### src/rtl/vga_window_timing.sv
// VGA sync/DE generator with a scaled, offset image window and RAM read-latency alignment.
// Defining VGA_TEST_PATTERN_EN adds an 8-bar RGB332 colour pattern selected by TEST_MODE.

module vga_window_timing #(
    parameter int H_SYNC      = 128,
    parameter int H_BACK      = 88,
    parameter int H_ACTIVE    = 800,
    parameter int H_FRONT     = 40,
    parameter int V_SYNC      = 4,
    parameter int V_BACK      = 23,
    parameter int V_ACTIVE    = 600,
    parameter int V_FRONT     = 1,
    parameter bit SYNC_POL    = 1'b0,
    parameter int IMG_W       = 128,
    parameter int IMG_H       = 96,
    parameter int IMG_X       = 0,
    parameter int IMG_Y       = 0,
    parameter int SCALE_SHIFT = 0,
    parameter int DATA_W      = 8,
    parameter int ADDR_W      = 16,
    parameter int RD_LAT      = 1,
    parameter logic [DATA_W-1:0] BORDER = '0
) (
    input  logic              CLK_40M,
    input  logic              RST_N,
    input  logic [DATA_W-1:0] DATA_IN,
    input  logic              TEST_MODE,
    output logic [ADDR_W-1:0] ADDRESS,
    output logic              ADDR_VALID,
    output logic              HSYNC,
    output logic              VSYNC,
    output logic              DE,
    output logic [DATA_W-1:0] DATA_OUT,
    output logic              FRAME_START
);

    localparam int H_TOT  = H_SYNC + H_BACK + H_ACTIVE + H_FRONT;
    localparam int V_TOT  = V_SYNC + V_BACK + V_ACTIVE + V_FRONT;
    localparam int unsigned HW = $clog2(H_TOT);
    localparam int unsigned VW = $clog2(V_TOT);
    localparam int H_ACT0 = H_SYNC + H_BACK;
    localparam int V_ACT0 = V_SYNC + V_BACK;
    localparam int IMG_WS = IMG_W << SCALE_SHIFT;
    localparam int IMG_HS = IMG_H << SCALE_SHIFT;

    typedef struct packed {
        logic fs;
        logic hs;
        logic vs;
        logic de;
        logic img;
    } ctrl_t;

    if ((RD_LAT < 1) || (RD_LAT > 4)) begin : g_bad_rd_lat
        $error("vga_window_timing: RD_LAT must be in 1..4");
    end

    logic [HW-1:0]     h;
    logic [VW-1:0]     v;
    int                hx, vy, ax, ay;
    ctrl_t             ctrl_c;
    logic [ADDR_W-1:0] addr_c;
    ctrl_t             ctrl_q [RD_LAT+1];
    ctrl_t             ctrl_o;
    logic [DATA_W-1:0] data_c;

    // Raster counters
    always_ff @(posedge CLK_40M) begin
        if (!RST_N) begin
            h <= '0;
            v <= '0;
        end else if (h == HW'(H_TOT - 1)) begin
            h <= '0;
            v <= (v == VW'(V_TOT - 1)) ? '0 : v + 1'b1;
        end else begin
            h <= h + 1'b1;
        end
    end

    // Sync, active and image-window decode of the current counter state
    always_comb begin
        hx = int'(h) - H_ACT0;
        vy = int'(v) - V_ACT0;
        ax = hx - IMG_X;
        ay = vy - IMG_Y;
        ctrl_c     = '0;
        ctrl_c.fs  = (h == '0) && (v == '0);
        ctrl_c.hs  = int'(h) < H_SYNC;
        ctrl_c.vs  = int'(v) < V_SYNC;
        ctrl_c.de  = (hx >= 0) && (hx < H_ACTIVE) && (vy >= 0) && (vy < V_ACTIVE);
        ctrl_c.img = ctrl_c.de && (ax >= 0) && (ax < IMG_WS) && (ay >= 0) && (ay < IMG_HS);
        addr_c     = ADDR_W'((ay >>> SCALE_SHIFT) * IMG_W + (ax >>> SCALE_SHIFT));
    end

    // Address issue plus control delay line matching the RAM latency
    always_ff @(posedge CLK_40M) begin
        if (!RST_N) begin
            ADDRESS    <= '0;
            ADDR_VALID <= 1'b0;
            for (int i = 0; i <= RD_LAT; i++) ctrl_q[i] <= '0;
        end else begin
            ADDRESS    <= ctrl_c.img ? addr_c : '0;
            ADDR_VALID <= ctrl_c.img;
            ctrl_q[0]  <= ctrl_c;
            for (int i = 1; i <= RD_LAT; i++) ctrl_q[i] <= ctrl_q[i-1];
        end
    end

    assign ctrl_o = ctrl_q[RD_LAT];

`ifdef VGA_TEST_PATTERN_EN
    localparam int BAR_W = H_ACTIVE >> 3;
    localparam logic [7:0] BAR_COL [8] = '{8'hFF, 8'hFC, 8'h1F, 8'h1C,
                                           8'hE3, 8'hE0, 8'h03, 8'h00};

    if (DATA_W != 8) begin : g_bad_data_w
        $error("vga_window_timing: test pattern requires DATA_W == 8");
    end

    logic [2:0] bar_c;
    logic [2:0] bar_q [RD_LAT+1];

    // Last bar absorbs the remainder of the active width
    always_comb begin
        bar_c = '0;
        for (int k = 1; k < 8; k++) begin
            if (hx >= k * BAR_W) bar_c = 3'(k);
        end
    end

    always_ff @(posedge CLK_40M) begin
        if (!RST_N) begin
            for (int i = 0; i <= RD_LAT; i++) bar_q[i] <= '0;
        end else begin
            bar_q[0] <= bar_c;
            for (int i = 1; i <= RD_LAT; i++) bar_q[i] <= bar_q[i-1];
        end
    end
`else
    logic unused_test_mode;
    assign unused_test_mode = TEST_MODE;
`endif

    // Pixel source select
    always_comb begin
        data_c = '0;
        if (ctrl_o.de) begin
            data_c = ctrl_o.img ? DATA_IN : BORDER;
`ifdef VGA_TEST_PATTERN_EN
            if (TEST_MODE) data_c = DATA_W'(BAR_COL[bar_q[RD_LAT]]);
`endif
        end
    end

    always_ff @(posedge CLK_40M) begin
        if (!RST_N) begin
            HSYNC       <= ~SYNC_POL;
            VSYNC       <= ~SYNC_POL;
            DE          <= 1'b0;
            DATA_OUT    <= '0;
            FRAME_START <= 1'b0;
        end else begin
            HSYNC       <= ctrl_o.hs ? SYNC_POL : ~SYNC_POL;
            VSYNC       <= ctrl_o.vs ? SYNC_POL : ~SYNC_POL;
            DE          <= ctrl_o.de;
            DATA_OUT    <= data_c;
            FRAME_START <= ctrl_o.fs;
        end
    end

endmodule
### config.mk
export PLATFORM = sky130hd
export DESIGN_NAME = vga_window_timing
export DESIGN_NICKNAME = d
export VERILOG_FILES = /design/src/rtl/vga_window_timing.sv
export SDC_FILE = /design/constraint.sdc
export NUM_CORES = 1
export LEC_CHECK = 0
export CAP_MARGIN = 40
export CORE_MARGIN = 2
export CORE_UTILIZATION = 50
export CTS_CLUSTER_SIZE = 14
export DETAILED_ROUTE_END_ITERATION = 10
export PLACE_DENSITY = 0.78
export SLEW_MARGIN = 20
export SYNTH_ARGS = -nofsm -noshare
export SYNTH_HDL_FRONTEND = slang
export SYNTH_SLANG_ARGS = --single-unit
### constraint.sdc
create_clock -name CLK_40M -period 3.72 [get_ports CLK_40M]
set_input_delay 0.558 -clock CLK_40M [delete_from_list [all_inputs] [get_ports CLK_40M]]
set_output_delay 0.558 -clock CLK_40M [all_outputs]
set_load 0.02 [all_outputs]
; Yosys cells after proc, flatten, opt, wreduce, memory -nomap -nowiden
; Memory sizes are Yosys's and may differ from the RTL's.
; Cells that the tools add are included.
[word_totals]
in_bits = 11
ramBits = 10
ff_bits = 50
memories = 1
[op_classes]
addsub = 5
n_lt_le_gt_ge = 8
bitwise_logic = 3
reduce_logical = 13
eq_ne = 2
muxes = 7
[memory_table]
columns = memory, depth, word_bits, read_ports, rd_clocked_by_memory_dff, write_ports, line_no
row1 = ctrl_q, 2, 5, 2, 0, 2, 63  ; ctrl_t ctrl_q [RD_LAT+1];
[op_table]
columns = op, count
row1 = "< comparator 11 x 8 -> 1 bit, second input constant", 2
row2 = adder 16 x 12 -> 16 bit, 1
row3 = ">= comparator 12 x 1 -> 1 bit, second input constant", 1
row4 = "< comparator 12 x 11 -> 1 bit, second input constant", 1
row5 = "< comparator 12 x 9 -> 1 bit, second input constant", 1
row6 = "subtractor 11 x 8 -> 12 bit, second input constant", 1
row7 = "adder 11 x 1 -> 11 bit, second input constant", 1
row8 = "equality test 11 bit, second input constant", 1
row9 = ">= comparator 11 x 1 -> 1 bit, second input constant", 1
row10 = zero test 11 bit, 1
row11 = "< comparator 11 bit, second input constant", 1
row12 = "subtractor 10 x 5 -> 11 bit, second input constant", 1
row13 = "adder 10 x 1 -> 10 bit, second input constant", 1
row14 = "equality test 10 bit, second input constant", 1
row15 = zero test 10 bit, 1
row16 = "< comparator 10 x 3 -> 1 bit, second input constant", 1
row17 = two-way mux 10 bit, 1
row18 = two-way mux 5 bit, 2
row19 = logical AND 1 bit, 8
row20 = two-way mux 1 bit, 4
row21 = AND reduction 3 bit, 1
row22 = bitwise OR 1 bit, 2
row23 = AND reduction 2 bit, 1
row24 = OR reduction 2 bit, 1
row25 = inverter 1 bit, 1

; Longest topological paths before layout
; Gate-level depths: netlist (run 1).
[logic_depth]
word_depth = 10
ltp_mapped = 12
depth_no_buf = 11

; Least setup slack after synthesis (run 1)
; No wires, ideal clock.
[synth_timing]
path_type = register to register
startpoint = reg h[4]
endpoint = reg ADDRESS[15]
n_path_buf = 1
t_required_ns = 3.629
slack_ns = 1.227
synth_period_minus_slack_ns = 2.493
t_arrival_ns = 2.402
stages_incl_launch_ff = 13
cell_sequence = dfxtp_1 -> ha_1 -> buf_2 -> o21a_1 -> xor2_1 -> ha_1 -> inv_1 -> fa_1 -> nor2b_1 -> o31ai_1 -> a21oi_1 -> a31oi_1 -> a311oi_1
[synth_between]
elab_chain_cells = 10
[synth_rtl]
columns = item, line_no
row1 = from (decl), 58  ; logic [HW-1:0] h;
row2 = from (signal assigned), 76  ; h <= h + 1'b1;
row3 = subtractor 11 x 8 -> 12 bit (*), 82  ; hx = int'(h) - H_ACT0;
row4 = >= comparator 12 x 1 -> 1 bit / < comparator 12 x 11 -> 1 bit (equally long branches), "90, 91"
row5 = logical AND 1 bit (3 in a row), 90  ; ctrl_c.de = (hx >= 0) && (hx < H_ACTIVE) && (vy >= 0) && (vy < V_ACTIVE);
row6 = logical AND 1 bit (4 in a row), 91  ; ctrl_c.img = ctrl_c.de && (ax >= 0) && (ax < IMG_WS) && (ay >= 0) && (ay < IMG_HS);
row7 = AND reduction 2 bit (no line), -
row8 = to (signal assigned), 102  ; ADDRESS <= ctrl_c.img ? addr_c : '0;
row9 = to (decl), 28  ; output logic [ADDR_W-1:0] ADDRESS,
; Every way passes the cells marked *; elsewhere a longest branch is shown, timed or not.
; A chain may end at the register's enable or synchronous reset.

; Worst setup path after layout (run 1)
[layout_timing]
startpoint = reg h[3]
endpoint = reg ADDRESS[15]
; The elaborated chain is that of the path after synthesis.

==> results of run 1 <==
==> stage by stage <==
stage,hold slack [ns],cells,cell area (µm²),utilization [%],setup WS (ns)
floorplan,0.343,316,2950,-,1.23
global placement,0.347,407,3290,58.7,0.893
detailed placement,0.356,407,3290,58.7,0.832
CTS,0.373,423,3460,61.8,0.825
global route,0.389,423,3460,61.8,0.588
finish,0.367,423,3460,61.8,0.836
==> cell usage in the layout (no fill, tap or decap), types with 2 or more instances in the layout <==
master / count
clkinv_2: 2
o211ai_1: 2
o21ai_0: 8
a21o_1: 2
nor3b_1: 2
nand4_1: 5
nor2_1: 29
nand2_1: 17
nor3_1: 9
ha_1: 13
o21ai_1: 2
o21bai_1: 2
nor3_2: 8
and3_1: 5
clkinvlp_4: 3
nor4bb_1: 2
or2_2: 2
and4_1: 2
nor2b_1: 4
and2_1: 23
nor4b_1: 2
clkbuf_8: 9
inv_1: 15
and4b_1: 2
nand3_1: 7
o21a_1: 2
xor2_1: 14
clkdlybuf4s50_1: 38
nor4_1: 5
o31ai_1: 2
xnor2_1: 19
o211a_1: 2
dfxtp_1: 59
nand2b_1: 2
a21oi_1: 7
==> logic make-up (layout without fill, tap and decap cells) <==
| kind of cell | count (synthesis) | after routing | synth area share, % |
|---|---|---|---|
| adders and majority gates | 14 | 14 | 6.19 |
| DFF | 59 | 59 | 40.0 |
| AOI/OAI and AO/OA | 41 | 41 | 10.4 |
| xor gates and xnor gates | 33 | 33 | 9.80 |
| and+or+nand+nor | 132 | 132 | 26.4 |
| buffers and inverters | 35 | 70 | 6.45 |
| muxes | 2 | 2 | 0.721 |
==> layout make-up <==
type | count | area, µm²
clock inverters | 6 | 41.3
multi-input cells | 222 | 1580
repair buffers | 39 | 388
clock buffers | 10 | 128
inverters | 15 | 56.3
well taps | 72 | 90.1
flip-flops and latches | 59 | 1180
fillers | 490 | 2140
==> sequential cells by signal, summed over array words and instances, names as in the netlist <==
name and count:
h 11, v 10, ADDRESS 16, DATA_OUT 8, HSYNC 1, DE 1
VSYNC 1, FRAME_START 1, ctrl_q 10
==> report_power, final <==
| group | internal, mW | total (mW) | switching (mW) |
|---|---|---|---|
| clock | 0.241 | 0.494 | 0.254 |
| combinational | 0.0183 | 0.0336 | 0.0152 |
| sequential | 0.640 | 0.644 | 0.00379 |
| total | 0.899 | 1.17 | 0.273 |
==> final timing paths <==
kind | startpoint | to | slack, ns | depth (start not counted)
setup / recovery | h[3] | ADDRESS[15] | 0.84 | 11
setup reg to reg | h[3] | ADDRESS[15] | 0.84 | 11
hold / removal | ctrl_q[0][8] | HSYNC | 0.37 | 1
hold reg to reg | ctrl_q[0][8] | HSYNC | 0.37 | 1
==> layer usage <==
metal	global-route usage (%)	share of wire (%)	wire [µm]
met2	31.7	47	2640
met3	6.67	7.1	396
met4	8.64	1.6	91
met5	0	0	0
met1	23.4	44	2470
==> run metrics, run 1 <==
routability cong.=0.824; fraction of layout cells with a size suffix above 1=10.3%; clock-pin slew on the worst setup and hold paths=0.07 ns; CP max FO=10; setup bufs post-CTS=0; Crit-path slowest cell=dfxtp_1; CTS H-tree lvls=3; top-count cell post-synth=dfxtp_1; static leakage power=between 1 and 1.5 nW; final setup TNS=0 ns; Synth top cells by count=dfxtp_1, nor2_1, and2_1; largest net degree at the start of global routing=23; Longest Clk Path Bufs=2; CTS Buf Count=9; maxcap violations=0; Syn Inst Count=around 320; Worst Hold Class=register to register; max incr delay on CP=0.52 ns; PD cells=338 mW/mm²; drc violations=0; Avg WL per Cell=13.2 µm; Max IR drop VDD=192 µV; post-route antenna net violation count=0; first-pass GRT wire length=9830 µm; Initial DRT Pass Iterations=4; die width=80.8 µm; mean area per synthesized cell=between 9 and 10 µm²; ANT cells=0; num ports=40; fin crit share=77.5%; Finish-stage setup viols=0; async set-reset flop share out of synthesis=0%; # clock sinks=59; #FFs+latches synth=59; CTS tree=built; CTS Root Cell=clkbuf_8; cell family with the largest share of critical-path delay=adder cells; Resize count post-CTS=0; synth unique cells=57; global route total overflow=0; total power=1.17 mW; vias in the first global route=approximately 2200; number of port buffers=38; top post-synthesis cells by area=dfxtp_1, xnor2_1, ha_1; first-iteration detailed-routing DRC count=between 100 and 150; nets@finish=371; crit-path cells=ha_1 > o21a_1 > xor2_1 > ha_1 > inv_1 > fa_1 > nor2b_1 > o31ai_1 > a21oi_1 > a31oi_1 > a311oi_1; Period minus WS final=2.88 ns; Crit path arrival time=3.13 ns; relative slew slack=55.2%; Post-Syn Nets=341; post-synthesis sequential area ratio=40.0%; P&R area growth vs syn=17.4%; final slew viol count=0; Post-Route WL=roughly 5600 µm; Buf/Inv on CP=1; Clock Latency Late Sink=roughly 0.34 ns; Fin. Hold Viols=0; initial antenna violation count=0; num rows=27; Cell Area, Synth=0.00295 mm²; Die H=80.8 µm; RSZ-0062 raised after global routing=false; most frequent CP cell=ha_1; total track usage=19.5%; core area=0.00561 mm²; synth warn=0; WP data required=just under 4 ns; placed wire-length estimate=4050 µm; Worst-Margin Slew=0.663 ns; largest area contributor in the netlist=dfxtp_1; die area=0.00653 mm²; crit end category=register; routed vias=2247; status=completed; FMAX=between 300 and 400 MHz; initial core utilization=52.6%; Post-synth EDFFs=0; Max Clock Skew=between 0.007 and 0.008 ns; Vias per Instance=between 5 and 6; Yosys top cell area share=40.0%; hold-fix buffers at CTS=0; Crit Path Class=register to register; startpoint types=register; Top FF cell, synth=dfxtp_1
Note: power is estimated with default switching activity, not from simulation.
==> inputs of run 2 (changes only) <==
--- a/config.mk
+++ b/config.mk
@@ -7,10 +7,10 @@
 export LEC_CHECK = 0
 export CAP_MARGIN = 40
 export CORE_MARGIN = 2
-export CORE_UTILIZATION = 50
+export CORE_UTILIZATION = 49
 export CTS_CLUSTER_SIZE = 14
 export DETAILED_ROUTE_END_ITERATION = 10
-export PLACE_DENSITY = 0.78
+export PLACE_DENSITY = 0.79
 export SLEW_MARGIN = 20
 export SYNTH_ARGS = -nofsm -noshare
 export SYNTH_HDL_FRONTEND = slang
==> constraint.sdc (replaced) <==
create_clock -name CLK_40M -period 2.4 [get_ports CLK_40M]
set_input_delay 0.36 -clock CLK_40M [delete_from_list [all_inputs] [get_ports CLK_40M]]
set_output_delay 0.36 -clock CLK_40M [all_outputs]
set_load 0.02 [all_outputs]
==> run metrics, run 2 (synthesis results as in run 1) <==
met1 Use GR=23.4%; Crit Path Class=register to register; GRT busiest layer=met2; CP startpoint=h[3]; first-pass GRT wire length=10100 µm; drc violations=0; initial antenna violation count=0; r2r setup slk=0.02 ns; crit-path cells=ha_1 > o21a_1 > xor2_1 > ha_2 > inv_1 > fa_2 > nor2b_4 > o31ai_2 > a21oi_2 > a31oi_1 > a311oi_1; Hold Startpoint=ctrl_q[0][8]; Initial DRT Pass Iterations=4; Period minus WS final=2.38 ns; Worst-Margin Slew=0.509 ns; Hold EP=HSYNC; relative slew slack=65.8%; most common cell after layout, fill and taps aside=dfxtp_1; Die H=81.6 µm; FMAX=roughly 420 MHz; vias in the first global route=2283; Avg WL per Cell=13.5 µm; RSZ-0062 raised after global routing=true; Max Clock Skew=approximately 0.011 ns; Reg2Reg Capture Point=ADDRESS[15]; initial core utilization=between 50% and 60%; CTS Buf Count=9; Hold Path Stages=1; Worst R2R Path Depth=11; hold-fix buffers at CTS=0; Vias per Instance=5.25; WP data required=2.65 ns; CP max FO=3; Largest regs=ADDRESS (16), h (11); routability cong.=0.861; global route total overflow=0; Crit-path slowest cell=fa_2; Clock Latency Late Sink=0.35 ns; die area=0.00666 mm²; pre-CTS WS=-0.0130 ns; CTS H-tree lvls=3; fin crit share=between 90 and 100%; P&R area growth vs syn=29.2%; number of flip-flops under the largest register name=16; fraction of layout cells with a size suffix above 1=20.4%; commonest cells after routing, fill and taps aside=dfxtp_1, clkdlybuf4s50_1, buf_4, nor2_1, and2_1; ANT cells=0; largest net degree at the start of global routing=22; Fin. Hold Viols=0; Post-Route WL=around 6200 µm; Worst Hold Class=register to register; status=completed; total power=2.06 mW; clock-pin slew on the worst setup and hold paths=0.07 ns; worst r2r src=h[3]; crit end category=register; final worst slack=0.0198 ns; most flop-heavy register=ADDRESS; core area=roughly 0.0059 mm²; number of port buffers=38; first-iteration detailed-routing DRC count=99; post-route antenna net violation count=0; Crit path arrival time=about 2.6 ns; nets@finish=~400; # clock sinks=59; GRT met3 Usage=a little over 5%; num rows=28; max incr delay on CP=between 0.3 and 0.4 ns; total track usage=20.1%; CTS Root Cell=clkbuf_8; Max IR drop VDD=396 µV; CTS tree=built; PD cells=541 mW/mm²; Longest Clk Path Bufs=2; GR Layer Usage met2=34.3%; startpoint types=register; static leakage power=1.55 nW; routed vias=2400; Finish-stage setup viols=0; final slew viol count=0; die width=~82 µm; num ports=40; maxcap violations=0; placed wire-length estimate=4390 µm
-- run 2: metal layers --
layer,routed length [µm],vias to the layer above
li1,-,1197
met1,2800,1142
met2,2920,52
met3,320,9
met4,112,0
met5,0,-
-- run 2: final cells by class --
type	instances	area [µm²]
multi-input combinational	222	1620
inverter	15	56.3
clock inverter	6	88.8
tap	75	93.8
timing repair buffer	70	633
sequential	59	1180
fill	463	2070
clock buffer	10	138
-- run 2: worst max-delay path, delay by kind of cell, from the launching register on --
kind	cells	cell delay [ns]
compound gates	5	0.80
simple gates	1	0.13
fa+ha+maj	3	0.80
buf+inv	1	0.06
flops	1	0.31
xor+xnor	1	0.17
-- run 2: what timing repair did --
item                       in CTS  in global routing
cloned                          0                  0
setup endpoints to repair       2                 10
pin swaps                       1                  5
resized for setup               2                  8
buffers inserted                0                  3
-- run 2: where the power goes --
part           internal (mW)  switching, mW  leakage, nW
logic                 0.0285         0.0248        0.964
registers              0.992        0.00536        0.479
clock network          0.612          0.400        0.108
total                   1.63          0.431         1.55
-- run 2: through the flow --
step | area [µm²] | utilization (%) | instances | hold slack [ns] | TNS [ns]
2_1_floorplan | 2960 | - | 316 | 0.343 | 0
3_3_place_gp | 3510 | 59.7 | 438 | 0.346 | 0
3_5_place_dp | 3510 | 59.7 | 438 | 0.350 | -0.0130
4_1_cts | 3750 | 63.7 | 454 | 0.367 | -0.0139
5_1_grt | 3810 | 64.8 | 457 | 0.378 | -0.0827
6_report | 3810 | 64.8 | 457 | 0.364 | 0
-- run 2: how the worst max path moves through the flow --
stage	to	slack [ns]	cells past startpoint
final	ADDRESS[15]	0.02	11
after global routing	ADDRESS[14]	-0.04	11
after CTS	ADDRESS[15]	-0.01	11
after detailed placement	ADDRESS[15]	-0.01	11
after global placement	ADDRESS[15]	0.02	11
after floorplan	ADDRESS[15]	0.009	12
